==> src/rtl/acc_pkg.sv <==
// Shared accelerator row geometry, pointer-width helper and unloader state type.
package acc_pkg;

  // Default row geometry, common to the serial-to-parallel collector and the unloader
  localparam int unsigned DEF_DW = 32;
  localparam int unsigned DEF_DP = 56;

  // Index width for an n-entry row; never narrower than one bit
  function automatic int unsigned PTR_W(input int unsigned n);
    return (n < 2) ? 1 : $clog2(n);
  endfunction

  typedef enum logic {
    IDLE  = 1'b0,
    SHIFT = 1'b1
  } state_t;

endpackage

==> src/rtl/par2ser.sv <==
// Parallel-to-serial row unloader: takes one DP-element packed row and
// streams it out element 0 first, one DW-bit element per accepted beat.
module par2ser
  import acc_pkg::*;
#(
  parameter int unsigned DW = DEF_DW,
  parameter int unsigned DP = DEF_DP
) (
  input  logic                   clk,
  input  logic                   rst_n,
  input  logic                   clr,
  input  logic                   in_valid,
  output logic                   in_ready,
  input  logic [DW*DP-1:0]       data_i,
  output logic                   out_valid,
  input  logic                   out_ready,
  output logic [DW-1:0]          data_o,
  output logic [PTR_W(DP)-1:0]   out_idx,
  output logic                   out_last,
  output logic                   busy
);

  localparam int unsigned   PW       = PTR_W(DP);
  localparam logic [PW-1:0] LAST_IDX = PW'(DP - 1);

  state_t                   state;
  state_t                   state_nxt;
  logic [PW-1:0]            rd_ptr;
  logic [PW-1:0]            rd_ptr_nxt;
  logic [DP-1:0][DW-1:0]    row_q;
  logic                     at_last;
  logic                     beat;
  logic                     load;

  // Next-state, pointer update and handshake decode; abort beats load beats a beat
  always_comb begin
    state_nxt  = state;
    rd_ptr_nxt = rd_ptr;
    out_valid  = (state == SHIFT);
    busy       = (state == SHIFT);
    at_last    = out_valid && (rd_ptr == LAST_IDX);
    beat       = out_valid && out_ready;
    in_ready   = !clr && ((state == IDLE) || (at_last && out_ready));
    load       = in_valid && in_ready;

    if (clr) begin
      state_nxt  = IDLE;
      rd_ptr_nxt = '0;
    end else if (load) begin
      state_nxt  = SHIFT;
      rd_ptr_nxt = '0;
    end else if (beat) begin
      if (at_last) begin
        state_nxt  = IDLE;
        rd_ptr_nxt = '0;
      end else begin
        rd_ptr_nxt = rd_ptr + PW'(1);
      end
    end
  end

  // State, read pointer and row buffer registers
  always_ff @(posedge clk or negedge rst_n) begin
    if (!rst_n) begin
      state  <= IDLE;
      rd_ptr <= '0;
      row_q  <= '0;
    end else begin
      state  <= state_nxt;
      rd_ptr <= rd_ptr_nxt;
      if (load) begin
        row_q <= data_i;
      end
    end
  end

  // Element select from the held row; zero when nothing is presented
  always_comb begin
    data_o   = out_valid ? row_q[rd_ptr] : '0;
    out_idx  = rd_ptr;
    out_last = at_last;
  end

endmodule
==> config.mk <==
export PLATFORM = sky130hd
export DESIGN_NAME = par2ser
export DESIGN_NICKNAME = d
export VERILOG_FILES = /design/src/rtl/acc_pkg.sv /design/src/rtl/par2ser.sv
export SDC_FILE = /design/constraint.sdc
export NUM_CORES = 2
export LEC_CHECK = 0
export ABC_AREA = 1
export CAP_MARGIN = 20
export CORE_AREA = 2 2 716 718
export DETAILED_ROUTE_END_ITERATION = 12
export DIE_AREA = 0 0 718 720
export SLEW_MARGIN = 20
export SYNTH_ARGS = -nofsm -noshare
export SYNTH_HDL_FRONTEND = slang
export SYNTH_SLANG_ARGS = --single-unit
==> constraint.sdc <==
create_clock -name clk -period 2.2 [get_ports clk]
set_input_delay 0.55 -clock clk [delete_from_list [all_inputs] [get_ports clk]]
set_output_delay 0.55 -clock clk [all_outputs]
set_load 0.02 [all_outputs]
# ---- After elaboration in Yosys (flattened, before gate mapping)
# Cells that the tools add are included.
dict set report op_classes {
  n_eq_ne 1
  muxes 11
  n_mul 0
  n_shift 0
  bitwise 1
  magnitude_cmp 1
  n_div 0
  n_addsub 1
  n_reduce_logical 10
}
# op count
set op_table {}
lappend op_table {{$bmux 32 s6} 1}
lappend op_table {{$mux 32} 2}
lappend op_table {{$mux 6} 4}
lappend op_table {{$lt 6x7->1 const B} 1}
lappend op_table {{$add 6x1->6 const B} 1}
lappend op_table {{$eq 6x6->1 const B} 1}
lappend op_table {{$reduce_bool 3->1} 2}
lappend op_table {{$logic_and 1x1->1} 5}
lappend op_table {{$mux 1} 4}
lappend op_table {{$reduce_and 2->1} 1}
lappend op_table {{$logic_not 1->1} 1}
lappend op_table {{$logic_or 1x1->1} 1}
lappend op_table {{$not 1->1} 1}
dict set report word_totals {
  mem_bits_ro 0
  ramBits 0
  memories 0
  out_inout_bits 42
  latchBits 0
  ff_bits 1799
}

# ---- Logic depth before layout (Yosys ltp)
dict set report depth {
  ltp_word 8
  mapped_depth 14
  mapped_depth_nobuf 12
}

# ---- Least setup slack after synthesis
# No wires, ideal clock.
dict set report synth_timing {
  kind {register to output}
  start {register rd_ptr[0] (netlist: out_idx[0])}
  end {output data_o[20]}
  stages_incl_launch_ff 13
  t_required_ns 1.650
  path_slack_ns -0.365
  arrival_ns 2.015
  path_cell_list {dfrtp_1 -> buf_2 -> clkinv_1 -> buf_2 -> buf_2 -> buf_2 -> nand2_1 -> nand3_1 -> nand3_1 -> nand3_1 -> a21oi_1 -> nor2_1 -> nor2_1}
}
dict set report synth_between {
  elab_chain_len 3
}
# item line_no
set synth_lines {}
lappend synth_lines {{start: declaration} par2ser.sv:28} ;# logic [PW-1:0] rd_ptr;
lappend synth_lines {{start signal: assignment} par2ser.sv:70} ;# rd_ptr <= rd_ptr_nxt;
lappend synth_lines {{$bmux 32 s6} par2ser.sv:79} ;# data_o = out_valid ? row_q[rd_ptr] : '0;
lappend synth_lines {{$mux 32 (implied by the code)} par2ser.sv:79}
lappend synth_lines {{$mux 32} par2ser.sv:79}
lappend synth_lines {{end: declaration} par2ser.sv:17} ;# output logic [DW-1:0] data_o,
# Every way passes these cells. The select of a mux whose other input is x is not followed.

# ---- Worst setup path after layout
dict set report layout_timing {
  start {register rd_ptr[0] (netlist: out_idx[0])}
  end {output data_o[15]}
}
# Same word-level chain as after synthesis.

==> run_results.csv <==
group,metric,value,unit
synth,synth_top_area_share,50.69,%
floorplan,rows,262,
critical_path,start_kind,"flop",
critical_path,worstPathArrival,3.88,ns
synth,synth_simple_gate_area_share,36.12,%
cells_and_area,final_cell_mix,"nand2_1 (4407), nand3_1 (1909), clkdlybuf4s50_1 (1795)",
synth,ys_ff_latch,1799,
critical_path,cp_slowest_cell,"dfrtp_4",
critical_path,path_class,"flop to output pin",
timing,setup_viol,1839,
critical_path,cp_common_cell,"buf_16",
global_routing,antenna_found_initial,174,
synth,synth_top_family_by_area,"simple AND/OR/NAND/NOR gates",
placed_design,dpl.hpwl,486400,um
timing,skew,0.1493,ns
timing,period_share,201.4,%
synth,synth_xor_area_share,0.02959,%
global_routing,grt_pass1_vias,94520,
synth,ys_types,26,
cells_and_area,multiInputGateArea,0.04129,mm2
route,ant_nets,0,
synth,syn-cell-area,0.08881,mm2
synth,syn_inst,11924,
global_routing,grt_overflow_total,0,
timing,final.setup.tns,-1665.16,ns
synth,synth_adder_area_share,0.01409,%
cells_and_area,drive_gt1_share,20.09,%
placed_design,gp_congestion,0.9822,
timing,rsz0062_at_grt,"yes",
clock_tree,cts_sinks,1799,
job,cap_violations,0,
synth,synth.net_count,13722,
synth,synth.area.mux_share,0,%
floorplan,initial_utilization,17.47,%
timing,max_freq,0.2256,GHz
clock_tree,root_buffer,"clkbuf_16",
outcome,violations,"negative setup slack",
critical_path,required,1.65,ns
route,viasPerCell,4.391,
synth,avgSynthCellArea,7.448,um2
critical_path,worstPathCellList,"buf_16 > clkinv_16 > buf_16 > buf_16 > buf_6 > buf_8 > buf_16 > nor2_4 > o211ai_1 > nand4_1 > nand2_1 > nand2_2 > nand2_4 > buf_12",
cells_and_area,fillers,54587,
clock_tree,clkLatencyLatePin,1.01,ns
timing,maxSlewHeadroom,43.92,%
clock_tree,clk_path_buf_depth,4,
global_routing,grt_util_all_layers,22.26,%
global_routing,grt_pass1_wl,794800,um
synth,yosysWarnings,0,
synth,synth-compound-area-share,6.281,%
critical_path,path_max_fanout,15,
timing,worst_slack,-2.232,ns
synth,synth_top_area_cell,"dfrtp_1",
clock_tree,path_clk_slew,0.07,ns
route,drtPass1Iterations,6,
floorplan,io_pins,1839,
pwr,ir_worst_vdd,0.0007586,V
clock_tree,cts_buffers,212,
pwr,power_per_cell_area,746.4,mW/mm2
timing,period_minus_slack,4.432,ns
cells_and_area,final_cells,21950,
cells_and_area,ff_latch_area,0.04504,mm2
timing,hold_viol,0,
critical_path,slowest_delay,0.49,ns
timing,worst_pin_slew,0.8412,ns
route,drtIter0Drc,10299,
cells_and_area,area.growth.synth_to_final,60.39,%
route,drt_wl_total,602000,um
timing,hold_ws,0.1103,ns
floorplan,core-area,0.5084,mm2
clock_tree,cts_tree,"done",
synth,synth_seq_area_share,50.69,%
floorplan,dieArea,0.5170,mm2
timing,finalMaxSlewViolations,0,
route,vias,96393,
min_path,hold_class,"primary input to flop",
synth,synth_area_leaders,"dfrtp_1 (51%), nand2_1 (20%), nand3_1 (12%)",
cells_and_area,final_common_cell,"nand2_1",
floorplan,die_y,720,um
cells_and_area,nets,16721,
outcome,outcome,"finished, violations left",
route,detail_route.wl_per_cell,27.43,um
placed_design,post-place-cells,21356,
critical_path,worstSetupEndpointType,"output pin",
pwr,leakagePower,68.18,nW
placed_design,port_buffers,1838,
route,drc_errors,0,
clock_tree,cts_max_level,4,
floorplan,dieWidth,718,um
global_routing,grt_max_degree,103,
==> area by class of cell <==
class                      count  area share [%]
tap                         6732           5.913
sequential                  1799           31.62
clock buffer                 298           4.302
inverter                     468           1.286
multi-input combinational   8740           28.99
timing repair inverter         1         0.02108
antenna                      128          0.2249
clock inverter                83          0.7800
timing repair buffer        3701           26.87
==> worst max-delay path, delay by kind of cell (launching register included) <==
family	cells	cell delay, ns
buffers and inverters	8	1.18
DFF	1	0.49
AOI/OAI and AO/OA	1	0.28
and+or+nand+nor	5	0.92
==> state kept, by name, indices dropped and copies added, names as in the netlist <==
| signal | count |
|---|---|
| row_q | 1792 |
| out_idx | 6 |
| busy | 1 |
==> worst paths after layout <==
| path | start | to | slack (ns) | depth (start not counted) |
|---|---|---|---|---|
| min in group asynchronous | rst_n | row_q[195]$_DFFE_PN0P_ | 0.60 | 3 |
| max | out_idx[0]$_DFFE_PN0P_ | data_o[15] | -2.23 | 14 |
| max reg2reg | out_idx[0]$_DFFE_PN0P_ | row_q[899]$_DFFE_PN0P_ | -1.14 | 17 |
| min | data_i[954] | row_q[954]$_DFFE_PN0P_ | 0.11 | 3 |
| min reg2reg | row_q[1325]$_DFFE_PN0P_ | row_q[1325]$_DFFE_PN0P_ | 0.47 | 2 |
| max in group asynchronous | rst_n | row_q[279]$_DFFE_PN0P_ | 0.86 | 3 |
==> per-layer routing <==
layer / wire length, um / global-route usage (%)
met1: 232700 / 26.42
met2: 282100 / 36.66
met3: 36600 / 3.733
met4: 50260 / 15.66
met5: 313 / 0
==> kinds of logic (layout without fill, tap and decap cells) <==
logic type	count (synthesis)	count (layout)
buf+inv	1385	4551
xor+xnor	3	3
compound gates	916	916
simple gates	7820	7820
flops	1799	1799
other cells	0	128
fa+ha+maj	1	1
==> power by group <==
| part | internal, mW | switching, mW |
|---|---|---|
| combinational | 12.4 | 14.7 |
| clock | 21.4 | 16.0 |
| sequential | 38.4 | 3.37 |
| total | 72.2 | 34.1 |
==> cells in the mapped netlist <==
master and number:
a21oi_1 377, a21oi_2 200, buf_1 67, buf_2 465
buf_4 30, buf_6 27, clkbuf_1 328, clkinv_1 3
dfrtp_1 1799, ha_1 1, inv_1 461, inv_2 4
nand2_1 4635, nand3_1 2094, nand3b_1 1, nand4_1 19
nand4_2 1, nor2_1 1046, nor2_2 1, nor2_4 1
nor3_1 15, nor3b_1 1, o211ai_1 97, o21ai_0 242
or2_2 6, xor2_1 3
==> what timing repair did <==
item,CTS,global route
pin swaps,130,84
endpoints found under the setup margin,1840,1840
resized for setup,740,244
hold buffers,1,0
buffers inserted,49,21
endpoints found under the hold margin,259,0
gates cloned,25,12
==> through the flow <==
step	util, %	area (um2)	power (mW)	worst slack, ns
2_1_floorplan	-	89380	50.72	-0.03894
3_3_place_gp	25.44	129300	67.47	-2.493
3_5_place_dp	25.44	129300	67.69	-2.438
4_1_cts	27.69	140800	106.7	-2.321
5_1_grt	28.01	142400	110.8	-2.277
6_report	28.02	142400	106.3	-2.232
Power figures use the tool's default switching activity.
